$ cat src/rtl/vpu_host_queue.sv
// Host-to-VPU request/response queue with an outstanding-request limit and a sticky error for unexpected responses.
// Optional feature: define VPU_HOST_QUEUE_BYPASS_EN for zero-latency issue when the request FIFO is empty.
module vpu_host_queue #(
  parameter int unsigned SRC_CNT         = 3,
  parameter int unsigned OPERAND_WIDTH   = 24,
  parameter int unsigned STREAM_ID_WIDTH = 4,
  parameter int unsigned REQ_DEPTH       = 4,
  parameter int unsigned RESP_DEPTH      = 4,
  parameter int unsigned MAX_OUTSTANDING = 8
) (
  input  logic                               clk,
  input  logic                               rst_n,
  input  logic                               valid_i,
  output logic                               ready_o,
  input  logic [7:0]                         opcode_i,
  input  logic [OPERAND_WIDTH-1:0]           dst0_i,
  input  logic [SRC_CNT*OPERAND_WIDTH-1:0]   src_i,
  input  logic [OPERAND_WIDTH-1:0]           imm_i,
  input  logic [STREAM_ID_WIDTH-1:0]         stream_id_i,
  output logic                               dev_valid_o,
  input  logic                               dev_ready_i,
  output logic [7:0]                         dev_opcode_o,
  output logic [OPERAND_WIDTH-1:0]           dev_dst0_o,
  output logic [SRC_CNT*OPERAND_WIDTH-1:0]   dev_src_o,
  output logic [OPERAND_WIDTH-1:0]           dev_imm_o,
  output logic [STREAM_ID_WIDTH-1:0]         dev_stream_id_o,
  input  logic                               dev_resp_valid_i,
  input  logic [STREAM_ID_WIDTH-1:0]         dev_resp_stream_id_i,
  output logic                               dev_resp_ready_o,
  output logic                               resp_valid_o,
  output logic [STREAM_ID_WIDTH-1:0]         resp_stream_id_o,
  input  logic                               resp_ready_i,
  output logic [7:0]                         outstanding_o,
  output logic                               resp_err_o
);

  localparam int unsigned ENT_W = 8 + 2*OPERAND_WIDTH + SRC_CNT*OPERAND_WIDTH + STREAM_ID_WIDTH;
  localparam int unsigned RQ_AW = $clog2(REQ_DEPTH);
  localparam int unsigned RS_AW = $clog2(RESP_DEPTH);
  localparam logic [RQ_AW:0] REQ_FULL  = (RQ_AW+1)'(REQ_DEPTH);
  localparam logic [RS_AW:0] RESP_FULL = (RS_AW+1)'(RESP_DEPTH);
  localparam logic [7:0]     MAX_OUT   = 8'(MAX_OUTSTANDING);

  logic [ENT_W-1:0]           req_mem [REQ_DEPTH];
  logic [RQ_AW-1:0]           req_wr, req_rd;
  logic [RQ_AW:0]             req_cnt;
  logic [STREAM_ID_WIDTH-1:0] resp_mem [RESP_DEPTH];
  logic [RS_AW-1:0]           resp_wr, resp_rd;
  logic [RS_AW:0]             resp_cnt;
  logic [7:0]                 outstanding;
  logic                       err;

  logic [ENT_W-1:0] host_ent, dev_ent;
  logic req_empty, credit, bypass, issue, push, pop, rsp_accept, rsp_pop;

  assign host_ent  = {opcode_i, dst0_i, src_i, imm_i, stream_id_i};
  assign req_empty = (req_cnt == '0);
  assign credit    = (outstanding < MAX_OUT);

`ifdef VPU_HOST_QUEUE_BYPASS_EN
  assign bypass = valid_i & req_empty & credit & dev_ready_i;
`else
  assign bypass = 1'b0;
`endif

  assign ready_o     = (req_cnt < REQ_FULL);
  assign dev_valid_o = (!req_empty && credit) || bypass;
  assign dev_ent     = bypass ? host_ent : req_mem[req_rd];
  assign {dev_opcode_o, dev_dst0_o, dev_src_o, dev_imm_o, dev_stream_id_o} = dev_ent;

  // A bypassed request is issued directly and never occupies a FIFO slot.
  assign issue = dev_valid_o & dev_ready_i;
  assign pop   = issue & !bypass;
  assign push  = valid_i & ready_o & !bypass;

  assign dev_resp_ready_o = (resp_cnt < RESP_FULL);
  assign resp_valid_o     = (resp_cnt != '0);
  assign resp_stream_id_o = resp_mem[resp_rd];
  assign rsp_accept       = dev_resp_valid_i & dev_resp_ready_o;
  assign rsp_pop          = resp_valid_o & resp_ready_i;

  assign outstanding_o = outstanding;
  assign resp_err_o    = err;

  always_ff @(posedge clk) begin
    if (push)       req_mem[req_wr]   <= host_ent;
    if (rsp_accept) resp_mem[resp_wr] <= dev_resp_stream_id_i;
  end

  always_ff @(posedge clk or negedge rst_n) begin
    if (!rst_n) begin
      req_wr      <= '0;
      req_rd      <= '0;
      req_cnt     <= '0;
      resp_wr     <= '0;
      resp_rd     <= '0;
      resp_cnt    <= '0;
      outstanding <= '0;
      err         <= 1'b0;
    end else begin
      if (push) req_wr <= req_wr + 1'b1;
      if (pop)  req_rd <= req_rd + 1'b1;
      if (push && !pop)      req_cnt <= req_cnt + 1'b1;
      else if (!push && pop) req_cnt <= req_cnt - 1'b1;

      if (rsp_accept) resp_wr <= resp_wr + 1'b1;
      if (rsp_pop)    resp_rd <= resp_rd + 1'b1;
      if (rsp_accept && !rsp_pop)      resp_cnt <= resp_cnt + 1'b1;
      else if (!rsp_accept && rsp_pop) resp_cnt <= resp_cnt - 1'b1;

      // A response with nothing outstanding is flagged but never decrements below zero.
      if (issue && !(rsp_accept && outstanding != '0))
        outstanding <= outstanding + 8'd1;
      else if (!issue && rsp_accept && outstanding != '0)
        outstanding <= outstanding - 8'd1;

      if (rsp_accept && outstanding == '0) err <= 1'b1;
    end
  end

endmodule

$ cat config.mk
export PLATFORM = sky130hd
export DESIGN_NAME = vpu_host_queue
export DESIGN_NICKNAME = d
export VERILOG_FILES = /design/src/rtl/vpu_host_queue.sv
export SDC_FILE = /design/constraint.sdc
export NUM_CORES = 1
export LEC_CHECK = 0
export ABC_AREA = 0
export BUFFER_PORTS_ARGS = -buffer_cell sky130_fd_sc_hd__clkbuf_2
export CAP_MARGIN = 20
export CORE_AREA = 3 3 209 211
export DETAILED_ROUTE_END_ITERATION = 12
export DIE_AREA = 0 0 212 214
export PLACE_DENSITY = 0.78
export SLEW_MARGIN = 20
export SYNTH_ARGS = -nofsm -noshare
export SYNTH_HDL_FRONTEND = slang
export SYNTH_SLANG_ARGS = --single-unit
$ cat constraint.sdc
create_clock -name clk -period 4.72 [get_ports clk]
set_clock_uncertainty 0.1 [all_clocks]
set_input_delay 0.236 -clock clk [delete_from_list [all_inputs] [get_ports clk]]
set_output_delay 0.236 -clock clk [all_outputs]
set_load 0.03 [all_outputs]
==> results.cfg, run 1 <==
[clocking]
cts_buffers = 56
htree_num_levels = 2
cts_tree = built
insertion_delay_ns = 0.59
cts_root_buf = clkbuf_16
clkTransAtPathRegs_ns = 0.06
cts_resized = 0
clock_tree.buffer_depth = 3
clock_sinks = 567

[detailed_routing]
wl_um = 42000
num_vias = 10200
wl_met3_um = 2880
route.top_layer_used = met5
drt_iter0_drc = 659
route.met2.wl_um = 21600
wl_met1_um = 16700
route.detailed.drc = 0
dr.pass1.iters = 5
ant_nets = 0
routedWlPerCell_um = 22.1
routed_via_density = 5.39

[die]
num_rows = 75
die_area_sq_um = 45400
ioPinCount = 291
initial_core_util_pct = 50.1
die_w_um = 212
chipHeight_um = 214
core_sq_um = 41900

[critical_path]
worstSetupEndpointType = primary output
cp-start-kind = flip-flop
slowest_delay_ns = 0.83
cp_data_arrival_time_ns = 2.77
critPathMaxFanout = 29
critPathSlowestCell = dfrtp_4
r2r-start = outstanding_o[6]
crit_buf_inv = 2
critical_path_class = reg2out
required_ns = 4.38
crit_family = flip-flops
startpoint = req_rd[0]
worstPathCellList = buf_4 > mux4_2 > clkbuf_2

[min_path]
hp-class = in2reg
holdCritStartpoint = dev_resp_valid_i

[sta]
hold_viol = 0
tightest_slew_ns = 0.888
slew_viol_final = 0
rsz0062_at_grt = false
tns_ns = 0
slew_headroom_pct = 40.8
setup_viol = 0
finalCritPeriodShare_pct = 65.8
fmax_mhz = 322
period_minus_slack_ns = 3.11

[placed_design]
hpwl_um = 24800
finalWeightedCongestion = 0.771
dpl-instance-area_sq_um = 23200
port_buffers = 290

[power]
power_density_nw_per_um2 = 608
netSwitchingFraction_pct = 33.4
power_frac_clock_pct = 26.3
peakVddDrop_uv = 456
p_leak_nw = 9.15
power_switching_mw = 5.35
finalPower_mw = 16.0
internal-power_mw = 10.7
p_comb_share_pct = 31.9
seqPwrFrac_pct = 41.8

[cells_and_area]
drive_gt1_share_pct = 40.2
syn2layout_area_growth_pct = 25.4
fin_util_pct = 62.8
fin_nets = 1471
layout_common_cells = 544 x edfxtp_1, 290 x clkbuf_2, 138 x dlygate4sd3_1, 136 x mux4_2, 57 x clkbuf_16
finalInstanceArea_sq_um = 26400
final_common_cell = edfxtp_1

[global_route]
grt_max_degree = 73
track_usage_pct = 18.8
grt_first_pass_wirelength_um = 65100
antenna_found_initial = 4
grt_pass1_vias = 11300
grt_overflow = 0

[outcome]
status = completed

[synth]
synth_compound_area_share_pct = 0.536
syn-num-nets = 1003
synth_fa_ha_area_share_pct = 1.24
synth_cell_types = 39
syn_area_per_cell_sq_um = 25.0
synthSimpleGateAreaFrac_pct = 0.905
syn_area_sq_um = 21000
synth-seq-cells = 567
synth_edf_count = 544
yosys_warnings = 0
synth.mux.area_fraction_pct = 15.2
ys_seq_area_share_pct = 80.5
synth_ff_type = edfxtp_1
synth_top_family_by_area = multiplexers
async_reset_ff_share_pct = 4.06
synthXorXnorAreaFrac_pct = 0.792
syn-instance-count = 842

[job]
cap_violations = 0
## final timing paths
kind / end / slack (ns) / cells after the start
setup reg to reg: outstanding_o[5] / 1.70 / 9
setup / recovery: dev_src_o[68] / 1.61 / 3
max in group asynchronous: req_rd[1] / 3.97 / 2
hold reg to reg: resp_err_o / 0.38 / 1
min in group asynchronous: resp_cnt[2] / 0.09 / 2
hold / removal: resp_wr[0] / 0.04 / 4
## tightest hold or removal path: stages
cell and delay [ns]:
clkbuf_2 0.07, nand2b_1 0.10, inv_2 0.18, xnor2_1 0.09
## power by group through the flow
| stage | Clock, mW | Combinational [mW] | Sequential, mW |
|---|---|---|---|
| 6_report | 4.22 | 5.11 | 6.70 |
| 3_5_place_dp | 0 | 5.09 | 6.81 |
| 3_3_place_gp | 0 | 5.05 | 6.76 |
| 4_1_cts | 4.32 | 5.20 | 6.71 |
| 2_1_floorplan | 0 | 3.71 | 6.73 |
| 5_1_grt | 4.53 | 5.44 | 6.78 |
## repair_timing
item | in CTS | in global routing
buffers inserted | 0 | 0
hold endpoints to repair | 569 | 0
hold buffers | 138 | 0
## cell usage after synthesis (2+ instances only)
cell type | count | area (sq um)
mux2_2 | 2 | 22.5
ha_1 | 16 | 200
nor2_1 | 4 | 15.0
dfrtp_1 | 23 | 576
clkbuf_1 | 11 | 41.3
mux2_4 | 6 | 90.1
inv_1 | 10 | 37.5
nor2b_1 | 2 | 12.5
fa_1 | 3 | 60.1
buf_2 | 17 | 85.1
o21ai_0 | 3 | 15.0
mux4_2 | 136 | 3060
buf_1 | 4 | 15.0
and2_1 | 8 | 50.1
or3_1 | 2 | 12.5
xnor2_1 | 12 | 105
edfxtp_1 | 544 | 16300
a21oi_1 | 5 | 25.0
nand2_1 | 8 | 30.0
xor2_1 | 7 | 61.3
## metrics by stage
stage	setup WS, ns	hold slack (ns)	cells
3_3_place_gp	1.75	0.166	1653
5_1_grt	1.39	0.0287	1898
3_5_place_dp	1.71	0.167	1653
6_report	1.61	0.0432	1899
4_1_cts	1.49	0.00245	1896
2_1_floorplan	0.326	-0.160	842
## state kept, by name, indices dropped and copies added, names as in the netlist, 2 cells and up
signal,count
req_mem,528
resp_wr,2
req_rd,2
resp_rd,2
resp_mem,16
req_wr,2
outstanding_o,8
resp_cnt,3
req_cnt,3
## area by class of cell
type                            count  area, sq um
Clock inverter                     30          208
Antenna cell                        3         7.51
Inverter                           11         41.3
Timing Repair Buffer              442         3030
Multi-Input combinational cell    232         3930
Fill cell                        2770        15600
Clock buffer                       75         1550
Tap cell                          539          674
Sequential cell                   567        16900
## kinds of logic after synthesis
group,after synthesis
AOI/OAI and AO/OA,17
and+or+nand+nor,32
buffers and inverters,43
muxes,145
DFF,567
adders and majority gates,19
xor gates and xnor gates,19
## routing by layer
layer / GRT usage, % / vias to the layer above
li1: - / 4513
met1: 23.7 / 5368
met2: 32.1 / 285
met3: 5.73 / 66
met4: 4.80 / 2
met5: 0 / -
No activity file was read; power rests on OpenSTA's default activity.
==> run 2, diff against run 1 <==
==> constraint.sdc (replaced) <==
create_clock -name clk -period 2.7 [get_ports clk]
set_clock_uncertainty 0.1 [all_clocks]
set_input_delay 0.135 -clock clk [delete_from_list [all_inputs] [get_ports clk]]
set_output_delay 0.135 -clock clk [all_outputs]
set_load 0.03 [all_outputs]
==> run 2 against run 1 <==
The run now ends with setup timing left. Critical path depth increased by 7. Power increased by 80%. Wire length increased by 4.3%.
==> results.cfg, run 2 (synthesis gave the netlist of run 1 again) <==
[sta]
fin_ws_ns = -0.164
fmax_mhz = 349
slew_viol_final = 0
tightest_slew_ns = 0.605
period_minus_slack_ns = 2.86
rsz0062_at_grt = true
slew_headroom_pct = 59.6
hold_viol = 0
finalCritPeriodShare_pct = 106
setup_viol = 4

[global_route]
antenna_found_initial = 3
grt_max_degree = 59
grt_pass1_vias = 11500
grt_overflow = 0
grt_first_pass_wirelength_um = 67600
track_usage_pct = 19.5

[detailed_routing]
route.detailed.drc = 0
wl_um = 43800
ant_nets = 0
dr.pass1.iters = 5
routedWlPerCell_um = 22.8
num_vias = 10400
routed_via_density = 5.43
drt_iter0_drc = 653

[placed_design]
port_buffers = 290
hpwl_um = 25500
pre_cts_ws_ns = -0.0618
finalWeightedCongestion = 0.740

[min_path]
hp-class = in2async

[clocking]
cts_buffers = 55
insertion_delay_ns = 0.59
clock_sinks = 567
clock_tree.buffer_depth = 3
cts_tree = built
htree_num_levels = 2
cts_root_buf = clkbuf_16
clkTransAtPathRegs_ns = 0.06

[critical_path]
r2r-start = outstanding_o[5]
critPathMaxFanout = 8
required_ns = 3.07
critical_path_class = reg2reg
cp-start-kind = flip-flop
cp_data_arrival_time_ns = 3.24
startpoint = outstanding_o[5]
worstSetupEndpointType = flip-flop

[power]
power_switching_mw = 9.52
power_density_nw_per_um2 = 1080
p_leak_nw = 9.33
internal-power_mw = 19.4
seqPwrFrac_pct = 39.8
peakVddDrop_uv = 806
power_frac_clock_pct = 26.5
netSwitchingFraction_pct = 32.9
p_comb_share_pct = 33.7

[outcome]
violations = setup timing
status = finished, violations left

[cells_and_area]
final_common_cell = edfxtp_1
syn2layout_area_growth_pct = 27.8
drive_gt1_share_pct = 41.9
largest_reg_flops = 528
fin_nets = 1495
largest_register = req_mem
fin_util_pct = 64.0
layout_common_cells = 544 x edfxtp_1, 290 x clkbuf_2, 140 x dlygate4sd3_1, 136 x mux4_2, 55 x clkbuf_16

[die]
chipHeight_um = 214
num_rows = 75
die_w_um = 212
initial_core_util_pct = 50.1
ioPinCount = 291
core_sq_um = 41900
die_area_sq_um = 45400

[job]
cap_violations = 0
run 2: path summary, 6_finish.rpt:
path,end,slack (ns),cells past startpoint
worst max-delay path,outstanding_o[6],-0.16,10
worst min-delay path,outstanding_o[3],0.10,3
worst max register to register,outstanding_o[6],-0.16,10
worst min register to register,resp_err_o,0.38,1
max in group asynchronous,req_rd[0],1.99,3
min in group clk,outstanding_o[0],0.12,5
run 2: what timing repair did:
action                                  CTS  global route
pin swaps                                 2             0
hold endpoints to repair                576             0
hold buffers                            141             0
resized for setup                         0             5
endpoints found under the setup margin    4             6
buffers inserted                          1             4
run 2: power groups by stage:
stage | Sequential [mW] | Combinational [mW] | Clock (mW)
floorplan | 11.7 | 6.57 | 0
global placement | 11.6 | 9.43 | 0
detailed placement | 11.7 | 9.52 | 0
CTS | 11.5 | 9.73 | 7.85
global route | 11.6 | 10.4 | 8.21
finish | 11.5 | 9.74 | 7.66
run 2: area by class of cell:
| type | instances | area [sq um] |
|---|---|---|
| diodes | 2 | 5.00 |
| inverters | 11 | 41.3 |
| repair buffers | 467 | 3370 |
| multi-input cells | 232 | 4030 |
| clock buffers | 73 | 1470 |
| fillers | 2731 | 15100 |
| flip-flops and latches | 567 | 16900 |
| well taps | 539 | 674 |
| clock inverters | 26 | 340 |
run 2: critical path, cell delays in order (launching register included):
cell and delay [ns]:
dfrtp_2 0.40, or4_4 0.56, nor3b_4 0.25, nand2_4 0.16
buf_4 0.18, ha_4 0.29, a21oi_2 0.07, o211ai_1 0.24
a21oi_2 0.11, xnor2_1 0.13, mux2_4 0.25
run 2: stage by stage:
step | power, mW | TNS (ns) | std cells | hold WS [ns] | instance area, sq um
6_report | 28.9 | -0.401 | 1917 | 0.103 | 26900
5_1_grt | 30.2 | -0.810 | 1917 | 0.122 | 26900
3_5_place_dp | 21.2 | -0.163 | 1670 | 0.0746 | 23600
2_1_floorplan | 18.3 | -120.48 | 842 | -0.261 | 21100
4_1_cts | 29.1 | -0.169 | 1911 | 0.0914 | 26800
3_3_place_gp | 21.0 | -0.0594 | 1670 | 0.0666 | 23600
run 2: per-layer routing:
metal,up-vias,track usage [%],wire [um]
met4,2,6.25,974
met3,66,5.33,3180
met1,5454,24.9,17000
met5,-,0,7
met2,326,32.9,22600
li1,4560,-,-
